==> src/rtl/uart_tx_pkg.sv <==
// Shared definitions for the memory-mapped UART transmitter: register
// offsets, FSM state encoding, STATUS/CTRL bit positions and a helper that
// packs the STATUS word.
package uart_tx_pkg;

  // Register word offsets from the block base address.
  localparam logic [31:0] OFF_TXDATA = 32'h0000_0000;
  localparam logic [31:0] OFF_STATUS = 32'h0000_0004;
  localparam logic [31:0] OFF_CTRL   = 32'h0000_0008;

  // Transmit FSM encoding.
  localparam logic [2:0] ST_IDLE   = 3'd0;
  localparam logic [2:0] ST_START  = 3'd1;
  localparam logic [2:0] ST_DATA   = 3'd2;
  localparam logic [2:0] ST_PARITY = 3'd3;
  localparam logic [2:0] ST_STOP   = 3'd4;

  // STATUS bit positions.
  localparam int STAT_FULL   = 0;
  localparam int STAT_EMPTY  = 1;
  localparam int STAT_ACTIVE = 2;
  localparam int STAT_OVF    = 3;
  localparam int STAT_LVL_LO = 4;
  localparam int STAT_LVL_HI = 8;
  localparam int STAT_PARITY = 9;

  // CTRL bit positions.
  localparam int CTRL_ENABLE  = 0;
  localparam int CTRL_CLR_OVF = 1;

  // Packs the STATUS word; every bit not listed reads as zero.
  function automatic logic [31:0] pack_status(
    input logic       full,
    input logic       empty,
    input logic       active,
    input logic       ovf,
    input logic [4:0] level,
    input logic       parity_feat
  );
    logic [31:0] s;
    s                          = '0;
    s[STAT_FULL]               = full;
    s[STAT_EMPTY]              = empty;
    s[STAT_ACTIVE]             = active;
    s[STAT_OVF]                = ovf;
    s[STAT_LVL_HI:STAT_LVL_LO] = level;
    s[STAT_PARITY]             = parity_feat;
    return s;
  endfunction

endpackage

==> src/rtl/tx_fifo.sv <==
// Synchronous FIFO holding bytes waiting for the transmitter. A push while
// full is accepted only when a pop happens in the same cycle. Read data is
// the head entry, valid whenever the FIFO is not empty.
module tx_fifo
  import uart_tx_pkg::*;
#(
  parameter int DEPTH = 8,
  parameter int WIDTH = 8
) (
  input  logic                   clk,
  input  logic                   rst_n,
  input  logic                   push,
  input  logic                   pop,
  input  logic [WIDTH-1:0]       wdata,
  output logic [WIDTH-1:0]       rdata,
  output logic                   full,
  output logic                   empty,
  output logic [$clog2(DEPTH):0] level
);

  localparam int AW = $clog2(DEPTH);
  localparam int LW = AW + 1;

  logic [WIDTH-1:0] mem [DEPTH];
  logic [AW-1:0]    wr_ptr;
  logic [AW-1:0]    rd_ptr;
  logic             do_push;
  logic             do_pop;

  assign full    = (level == LW'(DEPTH));
  assign empty   = (level == '0);
  assign do_pop  = pop && !empty;
  assign do_push = push && (!full || do_pop);
  assign rdata   = mem[rd_ptr];

  // Storage array: written on accepted pushes only.
  // NOTE: the data array has no reset; pointers and level define which
  // entries are valid, so resetting them alone discards the contents.
  always_ff @(posedge clk) begin
    if (do_push) mem[wr_ptr] <= wdata;
  end

  // Pointers wrap naturally modulo DEPTH; level tracks occupancy.
  // NOTE: sequential state uses non-blocking assignments so every register
  // samples values from before the edge, independent of statement order.
  always_ff @(posedge clk or negedge rst_n) begin
    if (!rst_n) begin
      wr_ptr <= '0;
      rd_ptr <= '0;
      level  <= '0;
    end else begin
      if (do_push) wr_ptr <= wr_ptr + AW'(1);
      if (do_pop)  rd_ptr <= rd_ptr + AW'(1);
      case ({do_push, do_pop})
        2'b10:   level <= level + LW'(1);
        2'b01:   level <= level - LW'(1);
        default: level <= level;
      endcase
    end
  end

endmodule

==> src/rtl/mmio_uart_tx.sv <==
// Memory-mapped UART transmitter on the MCU data-store bus. Stores to TXDATA
// are queued in tx_fifo and sent LSB-first, 8N1 by default. STATUS is
// returned combinationally for polling loads; CTRL holds enable and a
// write-one overflow clear.
// Build option: define UART_TX_PARITY_EN to insert an even-parity bit
// between the data bits and the stop bit (advertised in STATUS bit9).
module mmio_uart_tx
  import uart_tx_pkg::*;
#(
  parameter logic [31:0] BASE_ADDR = 32'hFFFF_0000,
  parameter int          DEPTH     = 8,
  parameter int          CLK_DIV   = 16
) (
  input  logic        clk,
  input  logic        rst_n,
  input  logic [31:0] addr,
  input  logic [31:0] wdata,
  input  logic        we,
  output logic [31:0] rdata,
  output logic        tx,
  output logic        busy
);

`ifdef UART_TX_PARITY_EN
  localparam logic PARITY_EN = 1'b1;
`else
  localparam logic PARITY_EN = 1'b0;
`endif

  localparam int LW = $clog2(DEPTH) + 1;
  localparam int CW = $clog2(CLK_DIV);

  logic [2:0]    state;
  logic [2:0]    state_next;
  logic [CW-1:0] baud_cnt;
  logic [2:0]    bit_idx;
  logic [7:0]    shift;
  logic          parity_bit;
  logic          enable;
  logic          overflow;

  logic          push_req;
  logic          ctrl_wr;
  logic          baud_done;
  logic          start_ok;
  logic          pop;
  logic [7:0]    fifo_rdata;
  logic          fifo_full;
  logic          fifo_empty;
  logic [LW-1:0] fifo_level;
  logic          unused_wdata_hi;

  // Only the low byte of store data carries anything for this block.
  assign unused_wdata_hi = ^wdata[31:8];

  assign push_req  = we && (addr == BASE_ADDR + OFF_TXDATA);
  assign ctrl_wr   = we && (addr == BASE_ADDR + OFF_CTRL);
  assign baud_done = (baud_cnt == CW'(CLK_DIV - 1));
  assign start_ok  = enable && !fifo_empty;
  // A frame is loaded from IDLE, or straight out of STOP for zero-gap frames.
  assign pop       = start_ok &&
                     ((state == ST_IDLE) || ((state == ST_STOP) && baud_done));

  tx_fifo #(
    .DEPTH (DEPTH),
    .WIDTH (8)
  ) u_fifo (
    .clk   (clk),
    .rst_n (rst_n),
    .push  (push_req),
    .pop   (pop),
    .wdata (wdata[7:0]),
    .rdata (fifo_rdata),
    .full  (fifo_full),
    .empty (fifo_empty),
    .level (fifo_level)
  );

  // Next-state logic for the frame sequencer.
  // NOTE: state_next gets a default before the case so no path leaves it
  // unassigned, which would otherwise infer a latch.
  always_comb begin
    state_next = state;
    case (state)
      ST_IDLE:   if (start_ok) state_next = ST_START;
      ST_START:  if (baud_done) state_next = ST_DATA;
      ST_DATA:   if (baud_done && (bit_idx == 3'd7))
                   state_next = PARITY_EN ? ST_PARITY : ST_STOP;
      ST_PARITY: if (baud_done) state_next = ST_STOP;
      ST_STOP:   if (baud_done) state_next = start_ok ? ST_START : ST_IDLE;
      default:   state_next = ST_IDLE;
    endcase
  end

  // FSM state, baud counter and bit index.
  always_ff @(posedge clk or negedge rst_n) begin
    if (!rst_n) begin
      state    <= ST_IDLE;
      baud_cnt <= '0;
      bit_idx  <= '0;
    end else begin
      state    <= state_next;
      baud_cnt <= ((state == ST_IDLE) || baud_done) ? '0 : baud_cnt + CW'(1);
      if (pop)
        bit_idx <= '0;
      else if ((state == ST_DATA) && baud_done)
        bit_idx <= bit_idx + 3'd1;
    end
  end

  // Shift register and parity are captured at the pop that starts a frame.
  always_ff @(posedge clk or negedge rst_n) begin
    if (!rst_n) begin
      shift      <= '0;
      parity_bit <= 1'b0;
    end else if (pop) begin
      shift      <= fifo_rdata;
      parity_bit <= ^fifo_rdata;
    end else if ((state == ST_DATA) && baud_done) begin
      shift      <= shift >> 1;
    end
  end

  // CTRL enable and the sticky overflow flag.
  always_ff @(posedge clk or negedge rst_n) begin
    if (!rst_n) begin
      enable   <= 1'b1;
      overflow <= 1'b0;
    end else begin
      if (ctrl_wr) enable <= wdata[CTRL_ENABLE];
      if (push_req && fifo_full && !pop)
        overflow <= 1'b1;
      else if (ctrl_wr && wdata[CTRL_CLR_OVF])
        overflow <= 1'b0;
    end
  end

  // Line level is decoded from registered state, so reset forces it high at once.
  always_comb begin
    tx = 1'b1;
    case (state)
      ST_START:  tx = 1'b0;
      ST_DATA:   tx = shift[0];
      ST_PARITY: tx = parity_bit;
      default:   tx = 1'b1;
    endcase
  end

  // Status read port and busy indication.
  always_comb begin
    busy  = (state != ST_IDLE) || !fifo_empty;
    rdata = '0;
    if (addr == BASE_ADDR + OFF_STATUS)
      rdata = pack_status(fifo_full, fifo_empty, state != ST_IDLE, overflow,
                          5'(fifo_level), PARITY_EN);
  end

endmodule

==> config.mk <==
export PLATFORM = sky130hd
export DESIGN_NAME = mmio_uart_tx
export DESIGN_NICKNAME = d
export VERILOG_FILES = /design/src/rtl/uart_tx_pkg.sv /design/src/rtl/tx_fifo.sv /design/src/rtl/mmio_uart_tx.sv
export SDC_FILE = /design/constraint.sdc
export NUM_CORES = 1
export LEC_CHECK = 0
export BUFFER_PORTS_ARGS = -buffer_cell sky130_fd_sc_hd__buf_2
export CAP_MARGIN = 20
export CORE_MARGIN = 1
export CORE_UTILIZATION = 50
export CTS_BUF_LIST = sky130_fd_sc_hd__clkbuf_4
export CTS_CLUSTER_SIZE = 28
export DETAILED_ROUTE_END_ITERATION = 16
export PLACE_DENSITY_LB_ADDON = 0.08
export SKIP_LAST_GASP = 1
export SLEW_MARGIN = 20
export SYNTH_ARGS = -nofsm -noshare
export SYNTH_HDL_FRONTEND = slang
export SYNTH_SLANG_ARGS = --single-unit
==> constraint.sdc <==
create_clock -name clk -period 2.62 [get_ports clk]
set_input_delay 0.393 -clock clk [delete_from_list [all_inputs] [get_ports clk]]
set_output_delay 0.393 -clock clk [all_outputs]
set_load 0.01 [all_outputs]
Word-level counts from Yosys, hierarchy flattened

Memory sizes are Yosys's and may differ from the RTL's.
Index checks and enable logic that the tools add are counted.

Memory bits (writable): 64
Memories: 1
Output and inout port bits: 34
Flip-flop bits (word level): 31

Memories:

| name       | words | width | read ports | clocked after Yosys merged registers in | wr ports | RTL line      | source |
|---|---|---|---|---|---|---|---|
| u_fifo.mem | 8     | 8     | 1          | 0                                       | 1        | tx_fifo.sv:24 | `logic [WIDTH-1:0] mem [DEPTH];` |

Add/subtract/negate cells: 6
Eq/ne operators: 17
Reductions and logical operators: 27
Multiplexer cells: 19

Operators with widths:

| kind                                                                  | number |
|---|---|
| 32-bit equality test, second input constant                           | 3 |
| 8-bit 2-to-1 mux                                                      | 3 |
| 3-bit 2-to-1 mux                                                      | 7 |
| 3-bit one-hot mux with 5 select lines                                 | 1 |
| 1-bit logical AND                                                     | 12 |
| 2-bit inequality test, second input constant                          | 5 |
| 3-bit by 1-bit adder with 3-bit output, second input constant         | 3 |
| 4-bit by 1-bit adder with 4-bit output, second input constant         | 2 |
| 4-bit equality test, second input constant                            | 2 |
| 4-bit one-hot mux with 2 select lines                                 | 1 |
| 8-bit parity                                                          | 1 |
| 3-bit by 2-bit equality test with 1-bit output, second input constant | 2 |
| 3-bit equality test, second input constant                            | 2 |
| 2-bit nonzero test                                                    | 3 |
| 1-bit 2-to-1 mux                                                      | 5 |
| 5-bit AND reduction                                                   | 1 |
| 4-bit zero test                                                       | 1 |
| 1-bit logical OR                                                      | 4 |
| 4-bit 2-to-1 mux                                                      | 1 |
| 4-bit by 1-bit subtractor with 4-bit output, second input constant    | 1 |
| 3-bit by 1-bit equality test with 1-bit output, second input constant | 1 |
| 1-bit zero test                                                       | 3 |
| 3-bit zero test                                                       | 1 |
| 1-bit one-hot mux with 3 select lines                                 | 1 |
| 3 further kinds                                                       | 3 |

Longest topological paths before layout

Gate-level depths: netlist of the first run.

Depth after elaboration: 9
Mapped depth: 13
Depth with buffers taken out: 13

By module

From an unflattened synthesis of the first run, not the netlist that was laid out.

Cell total of the unflattened synthesis: 317
Area, all modules: 4558.1 um^2

Modules (own cells, without submodules):

| module       | sequential area each (um^2) | instances | cells each | area an instance (um^2) |
|---|---|---|---|---|
| tx_fifo      | 2172.1                      | 1         | 162        | 3113.0 |
| mmio_uart_tx | 526.8                       | 1         | 155        | 1445.1 |

Least setup slack after synthesis of the first run

No wires, ideal clock.

Path kind: input to register
Start point: in addr[4]
End point: reg u_fifo.level[2]
Data required time: 2.494 ns
Arrival time: 2.815 ns
Setup slack: -0.321 ns
Stages on the path: 12
Cells stage by stage: or4_1 > nor3_2 > nand4_1 > nor4_4 > inv_1 > ha_1 > xor2_1 > ha_1 > a21oi_1 > xor2_1 > nor2_1 > xor2_1

Longest elaborated chain between the ends: 5

RTL lines:

| item                                                                                  | RTL line           | source |
|---|---|---|
| from (decl)                                                                           | mmio_uart_tx.sv:16 | `input logic [31:0] addr,` |
| 32-bit equality test (*)                                                              | mmio_uart_tx.sv:56 | `assign push_req = we && (addr == BASE_ADDR + OFF_TXDATA);` |
| 1-bit logical AND (*)                                                                 | mmio_uart_tx.sv:56 |  |
| 1-bit logical AND (*)                                                                 | tx_fifo.sv:33      | `assign do_push = push && (!full \|\| do_pop);` |
| 2-bit by 1-bit equality test with 1-bit output or 2-bit equality test (tied branches) | tx_fifo.sv:54      | `case ({do_push, do_pop})` |
| 4-bit one-hot mux with 2 select lines or 2-bit nonzero test (tied branches)           | -                  |  |
| to (signal assigned)                                                                  | tx_fifo.sv:55      | `2'b10: level <= level + LW'(1);` |
| to (signal assigned)                                                                  | tx_fifo.sv:56      | `2'b01: level <= level - LW'(1);` |
| to (signal assigned)                                                                  | tx_fifo.sv:57      | `default: level <= level;` |
| to (decl)                                                                             | tx_fifo.sv:18      | `output logic [$clog2(DEPTH):0] level` |

Every way passes the cells marked *; elsewhere a longest branch is shown, timed or not.
A chain may end at the register's enable or synchronous reset.

Final worst setup path of the first run

Start point: reg baud_cnt[0]
End point: reg u_fifo.level[3]

Longest elaborated chain between the ends: 9

RTL lines:

| item                                                                                  | RTL line            | source |
|---|---|---|
| from (decl)                                                                           | mmio_uart_tx.sv:35  | `logic [CW-1:0] baud_cnt;` |
| from (signal assigned)                                                                | mmio_uart_tx.sv:103 | `baud_cnt <= ((state == ST_IDLE) \|\| baud_done) ? '0 : baud_cnt + CW'(1);` |
| 4-bit equality test (*)                                                               | mmio_uart_tx.sv:58  | `assign baud_done = (baud_cnt == CW'(CLK_DIV - 1));` |
| 1-bit logical AND (*)                                                                 | mmio_uart_tx.sv:62  | `((state == ST_IDLE) \|\| ((state == ST_STOP) && baud_done));` |
| 1-bit logical OR (*)                                                                  | mmio_uart_tx.sv:62  |  |
| 1-bit logical AND (*)                                                                 | mmio_uart_tx.sv:61  | `assign pop = start_ok &&` |
| 1-bit logical AND (*)                                                                 | tx_fifo.sv:32       | `assign do_pop = pop && !empty;` |
| 1-bit logical OR                                                                      | tx_fifo.sv:33       |  |
| 1-bit logical AND                                                                     | tx_fifo.sv:33       |  |
| 2-bit by 1-bit equality test with 1-bit output or 2-bit equality test (tied branches) | tx_fifo.sv:54       |  |
| 4-bit one-hot mux with 2 select lines or 2-bit nonzero test (tied branches)           | -                   |  |

Marked as above.

==> results of run 1 <==
-- worst max-delay path, stage by stage (launching register included) --
cell and delay, ns:
dfrtp_1 0.40, ha_1 0.20, nand3_1 0.11, nand2_1 0.11, a31oi_1 0.09, buf_4 0.16
nor4_4 0.18, inv_2 0.09, ha_2 0.19, inv_1 0.07, mux2_2 0.33, o22ai_1 0.12
o21ai_0 0.09, nor2_1 0.12, xor2_1 0.14
-- synth_stat cells, types with 2 or more instances --
cell	number
a21oi_1	3
a221o_1	7
and3_1	5
buf_4	24
buf_6	2
clkbuf_1	6
dfrtp_1	30
edfxtp_1	64
ha_1	8
inv_1	4
mux2_2	3
mux2i_1	8
mux2i_2	2
mux4_1	7
mux4_2	9
nand2_1	17
nand2b_1	4
nand3_1	2
nand3b_1	2
nand4_1	5
nor2_1	27
nor3_1	5
nor3b_2	4
nor4_1	3
o21ai_0	2
xnor2_1	13
xor2_1	6
-- logic make-up (layout without fill, tap and decap cells) --
family                     after synthesis  after routing
DFF                                     95             95
and+or+nand+nor                         83             83
buffers and inverters                   39            100
muxes                                   30             30
AOI/OAI and AO/OA                       20             20
xor gates and xnor gates                19             19
adders and majority gates                8              8
other                                    1             24
-- per-stage QoR --
step | std cells | power (W)
CTS | 483 | 0.00250
global route | 484 | 0.00257
finish | 484 | 0.00247
floorplan | 318 | 0.00168
detailed placement | 466 | 0.00171
global placement | 466 | 0.00171
-- power groups by stage --
stage | Combinational (W) | Clock [W] | Sequential, W
floorplan | 0.0000457 | 0 | 0.00164
global placement | 0.0000705 | 0 | 0.00163
detailed placement | 0.0000731 | 0 | 0.00163
CTS | 0.0000743 | 0.000820 | 0.00160
global route | 0.0000858 | 0.000885 | 0.00160
finish | 0.0000740 | 0.000789 | 0.00160
-- placed cells by master (no fill, tap or decap), types with 5 or more instances in the layout --
cell type  instances
dfrtp_1           30
clkbuf_4           9
mux4_2             9
mux2i_1            8
xnor2_1           13
mux4_1             7
nand2_1           17
a221o_1            7
buf_2             52
ha_1               6
edfxtp_1          64
buf_4             26
and3_1             5
xor2_1             6
conb_1            24
nor2_1            26
nand4_1            5
-- worst min-delay path by stage --
stage | start | endpoint | slack, ns | cells after the start
after floorplan | rst_n | baud_cnt[0] | 0.1 | 0
after global placement | baud_cnt[0] | baud_cnt[0] | 0.45 | 1
after detailed placement | baud_cnt[0] | baud_cnt[0] | 0.46 | 1
after CTS | addr[3] | overflow | 0.14 | 2
after global routing | addr[3] | overflow | 0.13 | 2
final | addr[3] | overflow | 0.18 | 2
-- registers in the layout (all words and copies together) (netlist names) --
name	cells
baud_cnt	4
bit_idx	3
enable	1
overflow	1
parity_bit	1
shift	8
state	3
u_fifo.level	4
u_fifo.mem	64
u_fifo.rd_ptr	3
u_fifo.wr_ptr	3
-- area by class of cell --
type,instances,area (um2),share of cell area
clock buffer,9,67.6,0.0135
clock inverter,7,78.8,0.0157
inverter,4,15.0,0.00299
multi-input combinational,184,1540,0.306
sequential,95,2700,0.538
tap,105,131,0.0262
timing repair buffer,80,485,0.0968
-- routing by layer --
layer	vias up	part of all wire
met1	1222	0.48
met4	0	0.0068
met2	49	0.47
met5	-	0
li1	1218	-
met3	4	0.037
-- repair_timing --
| item | in CTS | in global routing |
|---|---|---|
| hold buffers | 1 | 0 |
| setup endpoints to repair | 0 | 9 |
| hold endpoints to repair | 30 | 0 |
| buffers inserted | 0 | 1 |
| gates resized for setup | 0 | 1 |
==> impl_metrics.json, run 1 <==
{
  "finalCritPeriodShare": 0.937,
  "avgSynthCellArea_um2": 14.9,
  "via_count": 2493,
  "vdd_drop_max_mv": 0.369,
  "swShare": 0.244,
  "netlist.area_leader.share": 0.438,
  "root_buffer": "clkbuf_4",
  "io_buffer_count": 52,
  "synth_flop_cell": "edfxtp_1",
  "timing.final.ws_setup_ns": 0.164,
  "status": "complete, no violations",
  "insertedDiodeCount": 0,
  "totalNegativeSetupSlack_ns": 0,
  "rsz0062_at_grt": "true",
  "clock_skew_ns": 0.0226,
  "num-nets-final": 449,
  "io_pins": 101,
  "path_clk_slew_ns": 0.17,
  "cts_tree": "done",
  "yosysSeqAreaShare": 0.615,
  "die_w_um": 95.7,
  "wirelength_mm": 7.52,
  "grt-ovfl-total": 0,
  "maxCapViolations": 0,
  "drtIter0Drc": 78,
  "crit_end": "u_fifo.level[3]",
  "final_max_slew_viol_count": 0,
  "startpoint": "baud_cnt[0]",
  "synth_area_leaders": "edfxtp_1, dfrtp_1, mux4_2, mux4_1, buf_4",
  "pwr-share-seq": 0.650,
  "dr.pass1.iters": 4,
  "drive_above_1_share": 0.332,
  "place_congestion": 0.678,
  "critPathLaunchType": "register",
  "fin_util": 0.601,
  "die_area_um2": 9150,
  "worst_setup_path_end_kind": "register",
  "synth-async-reset-ratio": 0.326,
  "pre_cts_ws_ns": -0.335,
  "die_h_um": 95.7,
  "synth-seq-cells": 95,
  "grt_max_degree": 32,
  "top_usage_layer": "met2",
  "power.switching_w": 0.000602,
  "initial_core_util": 0.526,
  "r2r_setup_slack_ns": 0.16,
  "reg2reg_depth": 14,
  "grt_pass1_vias": 2385,
  "max_freq_mhz": 407,
  "antenna_found_initial": 0,
  "worst_ep_arrival_time_ns": 2.85,
  "yosysWarnings": 0,
  "slew_headroom": 0.541,
  "hold_viol": 0,
  "leakage_nw": 2.03,
  "min_path_type": "in -> reg",
  "core_um2": 8340,
  "n_fill_cell": 674,
  "r2r-start": "baud_cnt[0]",
  "final_area_um2": 5010,
  "cp_max_fo": 2,
  "synth_area_um2": 4390,
  "p_clk_frac": 0.320,
  "ys_types": 50,
  "synth_compound_gate_area_share": 0.0348,
  "routedWlPerCell_um": 15.5,
  "tightestPinTransition_ns": 0.688,
  "clock_latency_ns": 0.45,
  "grt_pass1_wl_mm": 12.1,
  "cts.sinks": 95,
  "worstReg2RegEnd": "u_fifo.level[3]",
  "synth_top_cell_by_area": "edfxtp_1",
  "cts.htree.levels": 3,
  "drc": 0,
  "grt.met2_usage": 0.285,
  "crit_type": "reg -> reg",
  "synthMuxAreaShare": 0.123,
  "track_usage": 0.183,
  "synth-simple-area-share": 0.104,
  "area_growth_pct": 14.3,
  "synth_xor_area_frac": 0.0379,
  "placed_cell_area_um2": 4850,
  "p_comb_frac": 0.030,
  "intPower_w": 0.00186,
  "rows": 33,
  "grt_util_met3": 0.0574,
  "setup_viol": 0,
  "p_per_area_nw_per_um2": 492,
  "synth_fa_ha_area_frac": 0.0228,
  "use_met1": 0.252,
  "synth-edff-count": 64,
  "cts_buffers": 9,
  "synth_top_family_by_area": "multiplexers",
  "min_period_ns": 2.46,
  "detail-route-antenna-nets": 0,
  "timing.hold.ws_ns": 0.184,
  "critPathRequiredTime_ns": 3.02,
  "hpwl_mm": 5.21,
  "clock_path_buffers": 2,
  "vias_per_cell": 5.15,
  "syn_inst": 295
}
Power figures use the tool's default switching activity.
==> run 2, diff against run 1 <==
Settings changed: RECOVER_POWER set to 100.
==> run 2 against run 1 <==
Against the previous run: largest power group unchanged; routed wire length barely moved; highest routed layer unchanged; final area shrank 0.52%; setup slack hardly changed; register-to-register slack is essentially flat; die area stayed put; the flow now finishes with violations (capacitance limit, slew limit); flip-flop and latch count stayed put; fmax barely moved; first-iteration DRC count decreased by 9.0%; clock skew hardly changed; non-clock buffer count stayed put; core utilization fell by 0.31 points; critical path type unchanged; global-route usage unchanged.
==> impl_metrics.json, run 2 (same netlist as run 1, synthesis figures left out) <==
{
  "status": "finished, violations left",
  "violations": "capacitance limit, slew limit",
  "initial_core_util": 0.526,
  "min_to": "overflow",
  "wirelength_mm": 7.51,
  "reg_top3": "u_fifo.mem (64), shift (8)",
  "routedWlPerCell_um": 15.5,
  "grt-ovfl-total": 0,
  "place_congestion": 0.678,
  "core_um2": 8340,
  "grt_pass1_vias": 2385,
  "via_count": 2502,
  "io_buffer_count": 52,
  "worst_ep_arrival_time_ns": 2.86,
  "min_path_type": "in -> reg",
  "detail-route-antenna-nets": 0,
  "path_delay_family": "simple AND/OR/NAND/NOR gates",
  "track_usage": 0.183,
  "critPathBufInv": 3,
  "cp_slowest_cell": "dfrtp_1",
  "reg2reg_depth": 14,
  "worst_setup_path_end_kind": "register",
  "drive_above_1_share": 0.298,
  "hpwl_mm": 5.21,
  "area_growth_pct": 13.7,
  "antenna_found_initial": 0,
  "rows": 33,
  "timing.final.ws_setup_ns": 0.164,
  "cts_buffers": 9,
  "dr.pass1.iters": 5,
  "insertedDiodeCount": 0,
  "die_h_um": 95.7,
  "grt_max_degree": 32,
  "cpPeakStageDelay_ns": 0.40,
  "n_fill_cell": 680,
  "io_pins": 101,
  "p_per_area_nw_per_um2": 494,
  "cp_max_fo": 2,
  "min_period_ns": 2.46,
  "path_clk_slew_ns": 0.17,
  "clock_path_buffers": 2,
  "final_cell_mix": "edfxtp_1, buf_2, dfrtp_1",
  "r2r-start": "baud_cnt[0]",
  "crit_type": "reg -> reg",
  "min_path_cells": 2,
  "critPathRequiredTime_ns": 3.02,
  "path_depth": 14,
  "top_register": "u_fifo.mem",
  "slew_headroom": -0.0962,
  "worstReg2RegEnd": "u_fifo.level[3]",
  "drc": 0,
  "final_common_cell": "edfxtp_1",
  "fin_util": 0.598,
  "clock_latency_ns": 0.46,
  "cts_tree": "done",
  "tightestPinTransition_ns": 1.64,
  "root_buffer": "clkbuf_4",
  "maxCapViolations": 1,
  "max_freq_mhz": 407,
  "die_area_um2": 9150,
  "crit_chain": "ha_1, nand3_1, nand2_1, a31oi_1, buf_4, nor4_4, inv_2, ha_2, inv_1, mux2_2, o22ai_1, o21ai_0, nor2_1, xor2_1",
  "cts.sinks": 95,
  "hp-start": "addr[3]",
  "hold_viol": 0,
  "finalCritPeriodShare": 0.938,
  "r2r_setup_slack_ns": 0.16,
  "rsz0062_at_grt": "true",
  "pre_cts_ws_ns": -0.335,
  "vdd_drop_max_mv": 0.370,
  "final_max_slew_viol_count": 32,
  "drtIter0Drc": 71,
  "grt_pass1_wl_mm": 12.1,
  "critPathLaunchType": "register",
  "leakage_nw": 1.99,
  "largest_reg_flops": 64,
  "clock_skew_ns": 0.0226,
  "num-nets-final": 449,
  "die_w_um": 95.7,
  "cts.htree.levels": 3,
  "setup_viol": 0,
  "vias_per_cell": 5.17
}
[run 2: power breakdown]
part           leakage (nW)  internal (W)       switching, W
Clock                0.0811      0.000235           0.000556
Sequential             1.00       0.00160  0.000000000000657
Combinational         0.905     0.0000236          0.0000482
[run 2: worst max path at each step]
stage	startpoint	end	slack (ns)
global placement	addr[4]	u_fifo.level[3]	-0.27
detailed placement	addr[4]	u_fifo.level[3]	-0.33
CTS	baud_cnt[0]	u_fifo.level[3]	0.07
finish	baud_cnt[0]	u_fifo.level[3]	0.16
global route	baud_cnt[0]	u_fifo.level[2]	-0.04
floorplan	addr[4]	u_fifo.level[2]	-0.25
[run 2: timing repair]
action | CTS | global route
setup endpoints to repair | 0 | 9
buffers inserted | 0 | 1
gates resized for setup | 0 | 1
endpoints found under the hold margin | 30 | 0
hold buffers | 1 | 0
[run 2: worst register-to-register path, stage by stage (launching register included)]
cell and delay (ns):
dfrtp_1 0.40, ha_1 0.20, nand3_1 0.12, nand2_1 0.11, a31oi_1 0.09, buf_4 0.16
nor4_4 0.18, inv_2 0.09, ha_2 0.19, inv_1 0.07, mux2_2 0.33, o22ai_1 0.12
o21ai_0 0.09, nor2_1 0.12, xor2_1 0.14
[run 2: layout make-up]
cell class                      instances  area [um2]  share of cell area
Inverter                                4        15.0             0.00301
Multi-Input combinational cell        184        1540               0.308
Timing Repair Buffer                   80         459              0.0921
Sequential cell                        95        2700               0.541
Clock inverter                          7        78.8              0.0158
Tap cell                              105         131              0.0263
Clock buffer                            9        67.6              0.0135
[run 2: per-stage QoR]
step	hold slack (ns)	setup TNS (ns)	power [W]	instances	instance area (um2)
2_1_floorplan	0.0974	-1.53	0.00168	318	4500
3_3_place_gp	0.447	-3.10	0.00171	466	4850
3_5_place_dp	0.455	-3.96	0.00171	466	4850
4_1_cts	0.142	0	0.00250	483	5000
5_1_grt	0.132	-0.0610	0.00257	484	4990
6_report	0.180	0	0.00247	484	4990
[run 2: routing by layer]
metal,GRT usage,routed length [um],vias to the layer above,part of all wire
met3,0.0574,283,4,0.038
met4,0.0448,61,0,0.0081
li1,-,-,1220,-
met1,0.252,3630,1231,0.48
met2,0.285,3540,47,0.47
met5,0,0,-,0
